**config.mk**
```make
export PLATFORM = sky130hd
export DESIGN_NAME = prod_engine
export DESIGN_NICKNAME = d
export VERILOG_FILES = /design/src/rtl/prod_engine_pkg.sv /design/src/rtl/booth_mul16.sv /design/src/rtl/prod_engine.sv
export SDC_FILE = /design/constraint.sdc
export NUM_CORES = 1
export LEC_CHECK = 0
export CAP_MARGIN = 20
export CORE_MARGIN = 2
export CORE_UTILIZATION = 55
export CTS_CLUSTER_DIAMETER = 200
export DETAILED_ROUTE_END_ITERATION = 6
export DONT_BUFFER_PORTS = 1
export PLACE_DENSITY = 0.8
export SLEW_MARGIN = 40
export SYNTH_ARGS = -nofsm -noshare
export SYNTH_HDL_FRONTEND = slang
export SYNTH_SLANG_ARGS = --single-unit
```
**constraint.sdc**
```tcl
create_clock -name clk -period 3.95 [get_ports clk]
set_input_delay 0.395 -clock clk [delete_from_list [all_inputs] [get_ports clk]]
set_output_delay 0.395 -clock clk [all_outputs]
set_load 0.02 [all_outputs]
```
**src/rtl/prod_engine_pkg.sv**
```systemverilog
// Shared types and constants for the program-3 product engine.
package prod_engine_pkg;

    typedef enum logic [2:0] {
        IDLE,
        LOAD,
        MUL,
        STORE,
        DONE
    } pe_state_t;

    localparam int PE_BYTES_PER_OPND = 2;
    localparam int PE_BYTES_PER_PROD = 4;
    localparam int PE_MUL_ITERS      = 16;

    // Big-endian byte k of a 32-bit product (k=0 is the most significant byte).
    function automatic logic [7:0] pe_prod_byte(input logic [31:0] p, input logic [1:0] k);
        logic [7:0] b;
        unique case (k)
            2'd0:    b = p[31:24];
            2'd1:    b = p[23:16];
            2'd2:    b = p[15:8];
            default: b = p[7:0];
        endcase
        return b;
    endfunction

endpackage

```
**src/rtl/booth_mul16.sv**
```systemverilog
// Iterative radix-2 Booth multiplier, 16x16 signed -> 32-bit, one step per clock.
// The go cycle performs the first step, so valid flags the 16th step.
module booth_mul16
    import prod_engine_pkg::*;
(
    input  logic               clk,
    input  logic               reset,
    input  logic               go,
    input  logic signed [15:0] a,
    input  logic signed [15:0] b,
    output logic signed [31:0] p,
    output logic               valid
);

    // acc = {hi[16:0], multiplier[15:0], q_minus1}; hi carries one guard bit
    logic [33:0] acc_q, acc_d, src;
    logic [16:0] hi_sum;
    logic [3:0]  cnt_q, cnt_d;
    logic        run_q, run_d;

    always_comb begin
        src    = go ? {17'd0, a, 1'b0} : acc_q;
        hi_sum = src[33:17];
        unique case (src[1:0])
            2'b01:   hi_sum = src[33:17] + {b[15], b};
            2'b10:   hi_sum = src[33:17] - {b[15], b};
            default: hi_sum = src[33:17];
        endcase

        acc_d = acc_q;
        cnt_d = cnt_q;
        run_d = run_q;
        if (go) begin
            acc_d = {hi_sum[16], hi_sum, src[16:1]};
            cnt_d = 4'(PE_MUL_ITERS - 2);
            run_d = 1'b1;
        end else if (run_q) begin
            acc_d = {hi_sum[16], hi_sum, src[16:1]};
            if (cnt_q == 4'd0) run_d = 1'b0;
            else               cnt_d = cnt_q - 4'd1;
        end
    end

    always_ff @(posedge clk or negedge reset) begin
        if (!reset) begin
            acc_q <= '0;
            cnt_q <= '0;
            run_q <= 1'b0;
        end else begin
            acc_q <= acc_d;
            cnt_q <= cnt_d;
            run_q <= run_d;
        end
    end

    assign valid = run_q && (cnt_q == 4'd0);
    assign p     = acc_q[32:1];

endmodule

```
**src/rtl/prod_engine.sv**
```systemverilog
// Program-3 product engine: reads operand pairs from data memory, multiplies, writes products back.
// PROD_ENGINE_FAST_MUL_EN selects a single-cycle combinational multiply instead of booth_mul16.
//
//   state | meaning
//   IDLE  | waiting for start
//   LOAD  | reading 4 operand bytes of pair j
//   MUL   | forming B*A
//   STORE | writing 4 product bytes of pair j
//   DONE  | job complete, held while start stays high
module prod_engine
    import prod_engine_pkg::*;
#(
    parameter int NUM_PAIRS = 16,
    parameter int SRC_BASE  = 0,
    parameter int DST_BASE  = 64,
    parameter int AW        = 8
) (
    input  logic          clk,
    input  logic          reset,
    input  logic          start,
    output logic          busy,
    output logic          done,
    output logic [AW-1:0] mem_addr,
    input  logic [7:0]    mem_rd_data,
    output logic [7:0]    mem_wr_data,
    output logic          mem_we
);

    localparam int         JW     = (NUM_PAIRS > 1) ? $clog2(NUM_PAIRS) : 1;
    localparam logic [3:0] LAST_K = 4'(PE_BYTES_PER_PROD - 1);

    pe_state_t      state_q, state_d;
    logic [JW-1:0]  j_q, j_d;
    logic [3:0]     k_q, k_d;
    logic [15:0]    a_q, a_d, b_q, b_d;
    logic [AW-1:0]  byte_off;
    logic [31:0]    prod;
    logic           mul_done;

    assign byte_off = AW'({j_q, k_q[1:0]});

`ifdef PROD_ENGINE_FAST_MUL_EN
    logic [31:0] prod_q, prod_d;

    assign prod_d   = (state_q == MUL) ? {{16{a_q[15]}}, a_q} * {{16{b_q[15]}}, b_q} : prod_q;
    assign prod     = prod_q;
    assign mul_done = 1'b1;
`else
    logic mul_go;

    assign mul_go = (state_q == MUL) && (k_q == 4'd0);

    booth_mul16 u_mul (
        .clk   (clk),
        .reset (reset),
        .go    (mul_go),
        .a     (a_q),
        .b     (b_q),
        .p     (prod),
        .valid (mul_done)
    );
`endif

    always_comb begin
        state_d     = state_q;
        j_d         = j_q;
        k_d         = k_q;
        a_d         = a_q;
        b_d         = b_q;
        busy        = 1'b0;
        done        = 1'b0;
        mem_we      = 1'b0;
        mem_addr    = '0;
        mem_wr_data = '0;

        unique case (state_q)
            IDLE: begin
                if (start) begin
                    state_d = LOAD;
                    j_d     = '0;
                    k_d     = '0;
                end
            end
            LOAD: begin
                busy     = 1'b1;
                mem_addr = AW'(SRC_BASE) + byte_off;
                unique case (k_q[1:0])
                    2'd0:    a_d[15:8] = mem_rd_data;
                    2'd1:    a_d[7:0]  = mem_rd_data;
                    2'd2:    b_d[15:8] = mem_rd_data;
                    default: b_d[7:0]  = mem_rd_data;
                endcase
                if (k_q == LAST_K) begin
                    state_d = MUL;
                    k_d     = '0;
                end else begin
                    k_d = k_q + 4'd1;
                end
            end
            MUL: begin
                busy = 1'b1;
                k_d  = k_q + 4'd1;
                if (mul_done) begin
                    state_d = STORE;
                    k_d     = '0;
                end
            end
            STORE: begin
                busy        = 1'b1;
                mem_we      = 1'b1;
                mem_addr    = AW'(DST_BASE) + byte_off;
                mem_wr_data = pe_prod_byte(prod, k_q[1:0]);
                if (k_q == LAST_K) begin
                    k_d = '0;
                    if (j_q == JW'(NUM_PAIRS - 1)) begin
                        state_d = DONE;
                    end else begin
                        j_d     = j_q + 1'b1;
                        state_d = LOAD;
                    end
                end else begin
                    k_d = k_q + 4'd1;
                end
            end
            DONE: begin
                done = 1'b1;
                if (!start) state_d = IDLE;
            end
            default: state_d = IDLE;
        endcase
    end

    always_ff @(posedge clk or negedge reset) begin
        if (!reset) begin
            state_q <= IDLE;
            j_q     <= '0;
            k_q     <= '0;
            a_q     <= '0;
            b_q     <= '0;
`ifdef PROD_ENGINE_FAST_MUL_EN
            prod_q  <= '0;
`endif
        end else begin
            state_q <= state_d;
            j_q     <= j_d;
            k_q     <= k_d;
            a_q     <= a_d;
            b_q     <= b_d;
`ifdef PROD_ENGINE_FAST_MUL_EN
            prod_q  <= prod_d;
`endif
        end
    end

endmodule

```
==> flow_metrics.env, run 1 <==
export IMPL_drt_iter0_drc=530
export IMPL_skew_ns=0.0183
export IMPL_yosysWarnings=0
export IMPL_fmax_mhz=273
export IMPL_cts_buffer_depth=2
export IMPL_vias_per_cell=6.41
export IMPL_min_period_ns=3.67
export IMPL_slew_viol_final=0
export IMPL_clock_sinks=81
export IMPL_io_pins=30
export IMPL_num_fill_cells=794
export IMPL_routed_wl_microns=12600
export IMPL_cap_violations=0
export IMPL_synth_edf_count=0
export IMPL_cts_max_level=3
export IMPL_worstSkewPairLatency_ns=0.38
export IMPL_synth_compound_area_share_pct=17.3
export IMPL_synthCells=565
export IMPL_row_count=35
export IMPL_setup_viol=0
export IMPL_drive_gt1_share_pct=12.3
export IMPL_arrival_ns=3.88
export IMPL_end_kind="register"
export IMPL_numPortBuffers=0
export IMPL_async_flop_share_pct=100
export IMPL_ys_top_cells_by_count="dfrtp_1 (81), nor2_1 (55), nand2_1 (51), a21oi_1 (40)"
export IMPL_finalHoldViolCount=0
export IMPL_synth_top_cell_by_area="dfrtp_1"
export IMPL_synth_top_area_share_pct=39.0
export IMPL_die_h_microns=101
export IMPL_cts_buffers=9
export IMPL_synth_mux_area_share_pct=10.4
export IMPL_drc_errors=0
export IMPL_synthesis_area_sq_mm=0.00519
export IMPL_root_buffer="clkbuf_8"
export IMPL_path_clk_slew_ns=0.10
export IMPL_synth_most_common_cell="dfrtp_1"
export IMPL_tns_ns=0
export IMPL_start_util_pct=56.5
export IMPL_ff_latch_area_sq_mm=0.00203
export IMPL_avgSynthCellArea_sq_um=9.19
export IMPL_gp_congestion=0.962
export IMPL_ys_flop_type="dfrtp_1"
export IMPL_grt_overflow=0
export IMPL_grtUsageTotal_pct=25.4
export IMPL_grt_max_degree=82
export IMPL_cts_tree="yes"
export IMPL_synth_xor_area_share_pct=4.72
export IMPL_synthAdderAreaFrac_pct=6.17
export IMPL_path_max_fanout=12
export IMPL_yosys_area_share_simple_pct=17.7
export IMPL_hpwl_microns=9100
export IMPL_vias=4272
export IMPL_worstHoldPathType="in2reg"
export IMPL_grt_pass1_vias=4078
export IMPL_grt_pass1_wl_microns=20300
export IMPL_wire_per_inst_microns=18.9
export IMPL_final_period_utilization_pct=92.8
export IMPL_die_w_microns=101
export IMPL_area_growth_pct=5.61
export IMPL_synthTopCellsByArea="dfrtp_1 (39%), mux2_2 (6.9%), ha_1 (5.8%), nor2_1 (4.0%), a21oi_1 (3.9%)"
export IMPL_syn_nets=601
export IMPL_die_area_sq_mm=0.0102
export IMPL_core_sq_mm=0.00920
export IMPL_multi_input_area_sq_mm=0.00295
export IMPL_synth_cell_type_count=59
export IMPL_crit_type="reg2reg"
export IMPL_worst_slew_pin_slew_ns=0.722
export IMPL_fin_nets=586
export IMPL_synth_top_family_by_area="simple AND/OR/NAND/NOR gates"
export IMPL_status="completed"
export IMPL_firstDrtPassIters=7
export IMPL_crit_required_ns=4.17
export IMPL_slew_headroom_pct=51.5
export IMPL_synth_seq_cells=81
export IMPL_ant_nets=0
export IMPL_diodes=0
export IMPL_rsz0062_at_grt="false"
export IMPL_setup_worst_path_start_class="register"
export IMPL_ys_seq_area_share_pct=39.0
export IMPL_antenna_found_initial=0
==> metrics by stage <==
| stage | util [%] | hold slack (ns) | worst slack, ns | instance area [sq um] | instances |
|---|---|---|---|---|---|
| after floorplan | - | 0.0994 | 0.0410 | 5190 | 565 |
| after global placement | 56.8 | 0.102 | 0.342 | 5230 | 648 |
| after detailed placement | 56.8 | 0.102 | 0.265 | 5230 | 648 |
| after CTS | 59.5 | 0.141 | 0.204 | 5470 | 666 |
| after global routing | 59.7 | 0.149 | 0.0539 | 5490 | 666 |
| final | 59.7 | 0.138 | 0.284 | 5490 | 666 |
==> path summary, 6_finish.rpt <==
check	startpoint	to	slack [ns]	depth (start not counted)
worst min register to register	a_q[10]	u_mul.acc_q[10]	0.48	2
worst max-delay path	k_q[2]	u_mul.acc_q[31]	0.28	14
worst min-delay path	start	state_q[2]	0.14	2
min in group asynchronous	reset	j_q[3]	0.54	2
max in group asynchronous	reset	u_mul.run_q	3.06	2
worst max register to register	k_q[2]	u_mul.acc_q[31]	0.28	14
==> registers in the layout, summed over array words and instances, names as in the netlist <==
name	count
j_q	4
b_q	16
u_mul.run_q	1
state_q	3
u_mul.acc_q	33
u_mul.cnt_q	4
a_q	16
k_q	4
==> placed cells by master, fill, tap and decap left out, drive strengths merged, types with 4 or more instances in the layout <==
master | Yosys | layout
a211oi | 6 | 6
a21o | 5 | 5
a21oi | 40 | 40
a222oi | 8 | 8
a22oi | 7 | 7
and2 | 20 | 20
and3 | 15 | 15
buf | 14 | 9
clkbuf | 22 | 9
dfrtp | 81 | 81
ha | 24 | 24
inv | 19 | 23
mux2 | 32 | 32
mux2i | 18 | 18
nand2 | 51 | 51
nand3 | 9 | 9
nand4 | 5 | 5
nor2 | 55 | 55
nor3 | 11 | 11
nor4 | 4 | 4
o21a | 8 | 8
o21ai | 33 | 33
o21bai | 4 | 4
o22ai | 9 | 9
xnor2 | 22 | 22
xor2 | 6 | 6
==> cell families after synthesis <==
| logic type | Yosys count |
|---|---|
| multiplexers | 50 |
| other | 1 |
| buffers and inverters | 55 |
| adder cells (fa/ha/maj) | 25 |
| AND/OR/NAND/NOR | 186 |
| flip-flops | 81 |
| XOR/XNOR | 28 |
| AO/OA/AOI/OAI | 139 |
==> area by class of cell <==
type,instances,share of cell area (%)
clock buffer,9,2.26
clock inverter,7,1.51
inverter,19,1.30
multi-input combinational,429,53.7
sequential,81,36.9
tap,111,2.53
timing repair buffer,10,1.78
==> worst max-delay path, stage by stage, from the launching register on <==
cell      delay (ns)
dfrtp_1         0.44
nor4_2          0.33
nand3_2         0.19
nand2_1         0.12
nand2_1         0.08
ha_1            0.27
buf_4           0.20
a21oi_1         0.18
xnor2_1         0.09
ha_1            0.42
and3_1          0.28
nand4_1         0.13
a211oi_1        0.37
mux2i_1         0.23
o311ai_0        0.15
==> per-layer routing <==
| metal | vias to the layer above | global-route usage [%] | routed length [microns] |
|---|---|---|---|
| met2 | 201 | 39.9 | 5870 |
| met3 | 35 | 4.49 | 962 |
| li1 | 1981 | - | - |
| met4 | 0 | 9.46 | 368 |
| met1 | 2055 | 35.5 | 5360 |
| met5 | - | 0 | 0 |
==> timing repair <==
action	4_1_cts	5_1_grt
endpoints found under the setup margin	0	3
hold buffers	2	0
endpoints found under the hold margin	81	0
setup buffers	0	0
resized for setup	0	3
Power of run 1 is not shown: default switching activity piles up to over one toggle a cycle in this logic, so the estimate is an artifact.
==> inputs of run 2 (changes only) <==
REMOVE_ABC_BUFFERS = 1   (was not set)
==> run 2 against run 1 <==
Utilization is 0.27 points higher. Final area up 0.46%. Clock-buffer cell count did not move. Sequential cell count is the same. Maximum frequency down 1.9%. Sequential share of layout area shrank 0.14 points. Final cell count rose by 0.15%. Via count is 0.19% lower. Global-route usage increased by 1.1 points.
==> flow_metrics.env, run 2 (synthesized netlist as in run 1, its figures left out) <==
export IMPL_die_w_microns=101
export IMPL_ant_nets=0
export IMPL_path_clk_slew_ns=0.09
export IMPL_die_area_sq_mm=0.0102
export IMPL_crit_type="reg2reg"
export IMPL_die_h_microns=101
export IMPL_core_sq_mm=0.00920
export IMPL_largest_register_ffs=33
export IMPL_post_cts_buffers=0
export IMPL_layout_common_cells="dfrtp_1 (80), nor2_1 (55), nand2_1 (51), a21oi_1 (40)"
export IMPL_crit_required_ns=4.20
export IMPL_area_growth_pct=6.09
export IMPL_tns_ns=0
export IMPL_final_period_utilization_pct=94.6
export IMPL_cts_buffer_depth=2
export IMPL_drc_errors=0
export IMPL_antenna_found_initial=0
export IMPL_skew_ns=0.0110
export IMPL_numPortBuffers=0
export IMPL_row_count=35
export IMPL_grtUsageTotal_pct=26.5
export IMPL_multi_input_area_sq_mm=0.00293
export IMPL_io_pins=30
export IMPL_firstDrtPassIters=7
export IMPL_routed_wl_microns=12700
export IMPL_gp_congestion=0.958
export IMPL_end_kind="register"
export IMPL_setup_viol=0
export IMPL_cap_violations=0
export IMPL_worst_slew_pin_slew_ns=0.734
export IMPL_utilization_pct=59.9
export IMPL_finalHoldViolCount=0
export IMPL_grt_pass1_vias=4183
export IMPL_start_util_pct=56.5
export IMPL_fmax_mhz=268
export IMPL_ff_latch_area_sq_mm=0.00203
export IMPL_drive_gt1_share_pct=12.2
export IMPL_num_fill_cells=744
export IMPL_rsz0062_at_grt="false"
export IMPL_mostFrequentLayoutCell="dfrtp_1"
export IMPL_drt_iter0_drc=424
export IMPL_wire_per_inst_microns=19.1
export IMPL_arrival_ns=3.98
export IMPL_cts_max_level=3
export IMPL_fin_nets=587
export IMPL_slew_viol_final=0
export IMPL_slew_headroom_pct=50.7
export IMPL_min_period_ns=3.74
export IMPL_clock_sinks=81
export IMPL_worstSkewPairLatency_ns=0.36
export IMPL_grt_pass1_wl_microns=21200
export IMPL_path_max_fanout=15
export IMPL_vias_per_cell=6.39
export IMPL_worstHoldPathType="in2reg"
export IMPL_diodes=0
export IMPL_status="completed"
export IMPL_reg_largest_list="u_mul.acc_q x33, a_q x16, b_q x16"
export IMPL_fin_cells=667
export IMPL_hpwl_microns=9210
export IMPL_cts_tree="yes"
export IMPL_cts_buffers=9
export IMPL_setup_worst_path_start_class="register"
export IMPL_vias=4264
export IMPL_regMostFlops="u_mul.acc_q"
export IMPL_root_buffer="clkbuf_8"
export IMPL_grt_overflow=0
export IMPL_grt_max_degree=82
export IMPL_place_inst=649
-- run 2: area by class of cell --
class / count / area share [%]
Tap cell: 111 / 2.52
Clock inverter: 7 / 1.98
Clock buffer: 9 / 2.25
Inverter: 19 / 1.29
Multi-Input combinational cell: 429 / 53.2
Sequential cell: 81 / 36.8
Timing Repair Buffer: 11 / 1.98
-- run 2: path summary, 6_finish.rpt --
kind                            startpoint              end  slack (ns)  cells past startpoint
min in group asynchronous            reset  u_mul.acc_q[30]        0.58                      2
worst min register to register     a_q[13]  u_mul.acc_q[13]        0.48                      2
max in group asynchronous            reset       state_q[0]        3.02                      2
worst min-delay path                 start       state_q[2]        0.16                      2
worst max-delay path                k_q[0]  u_mul.acc_q[32]        0.21                     17
worst max register to register      k_q[0]  u_mul.acc_q[32]        0.21                     17
-- run 2: worst max-delay path, cell delays in order (launching register included) --
cell      delay (ns)
dfrtp_1         0.44
inv_1           0.12
ha_1            0.23
buf_4           0.17
and3_1          0.16
nand2_1         0.06
nand2_1         0.07
ha_1            0.24
buf_6           0.16
a21oi_1         0.17
xnor2_1         0.18
ha_1            0.35
a21oi_1         0.20
o21ai_0         0.16
a311oi_1        0.43
nand3_1         0.13
nor3b_2         0.18
xor2_1          0.16
-- run 2: repair_timing --
action	in CTS	in global routing
endpoints found under the hold margin	81	0
endpoints found under the setup margin	0	3
hold buffers	2	0
resized for setup	0	3
-- run 2: metrics by stage --
stage	setup slack (ns)	hold WS [ns]	cell area [sq um]
finish	0.213	0.158	5510
global route	0.00368	0.144	5510
CTS	0.262	0.148	5500
detailed placement	0.279	0.102	5230
global placement	0.409	0.101	5230
floorplan	-0.383	0.0994	5030
-- run 2: metal layers --
metal  vias up  track usage [%]  part of all wire (%)
li1       1991                -                     -
met1      2058             37.6                    43
met2       174             40.6                    47
met3        41             5.04                   6.5
met4         0             9.88                   3.1
met5         -                0                     0
Power of run 2 is left out for the same reason.
==> inputs of run 3 (changes only) <==
CAP_MARGIN = not set   (was 20)
==> results of run 3 <==
Final layout, timing and power as in run 2 (identical DEF).
Power of run 3 is left out for the same reason.
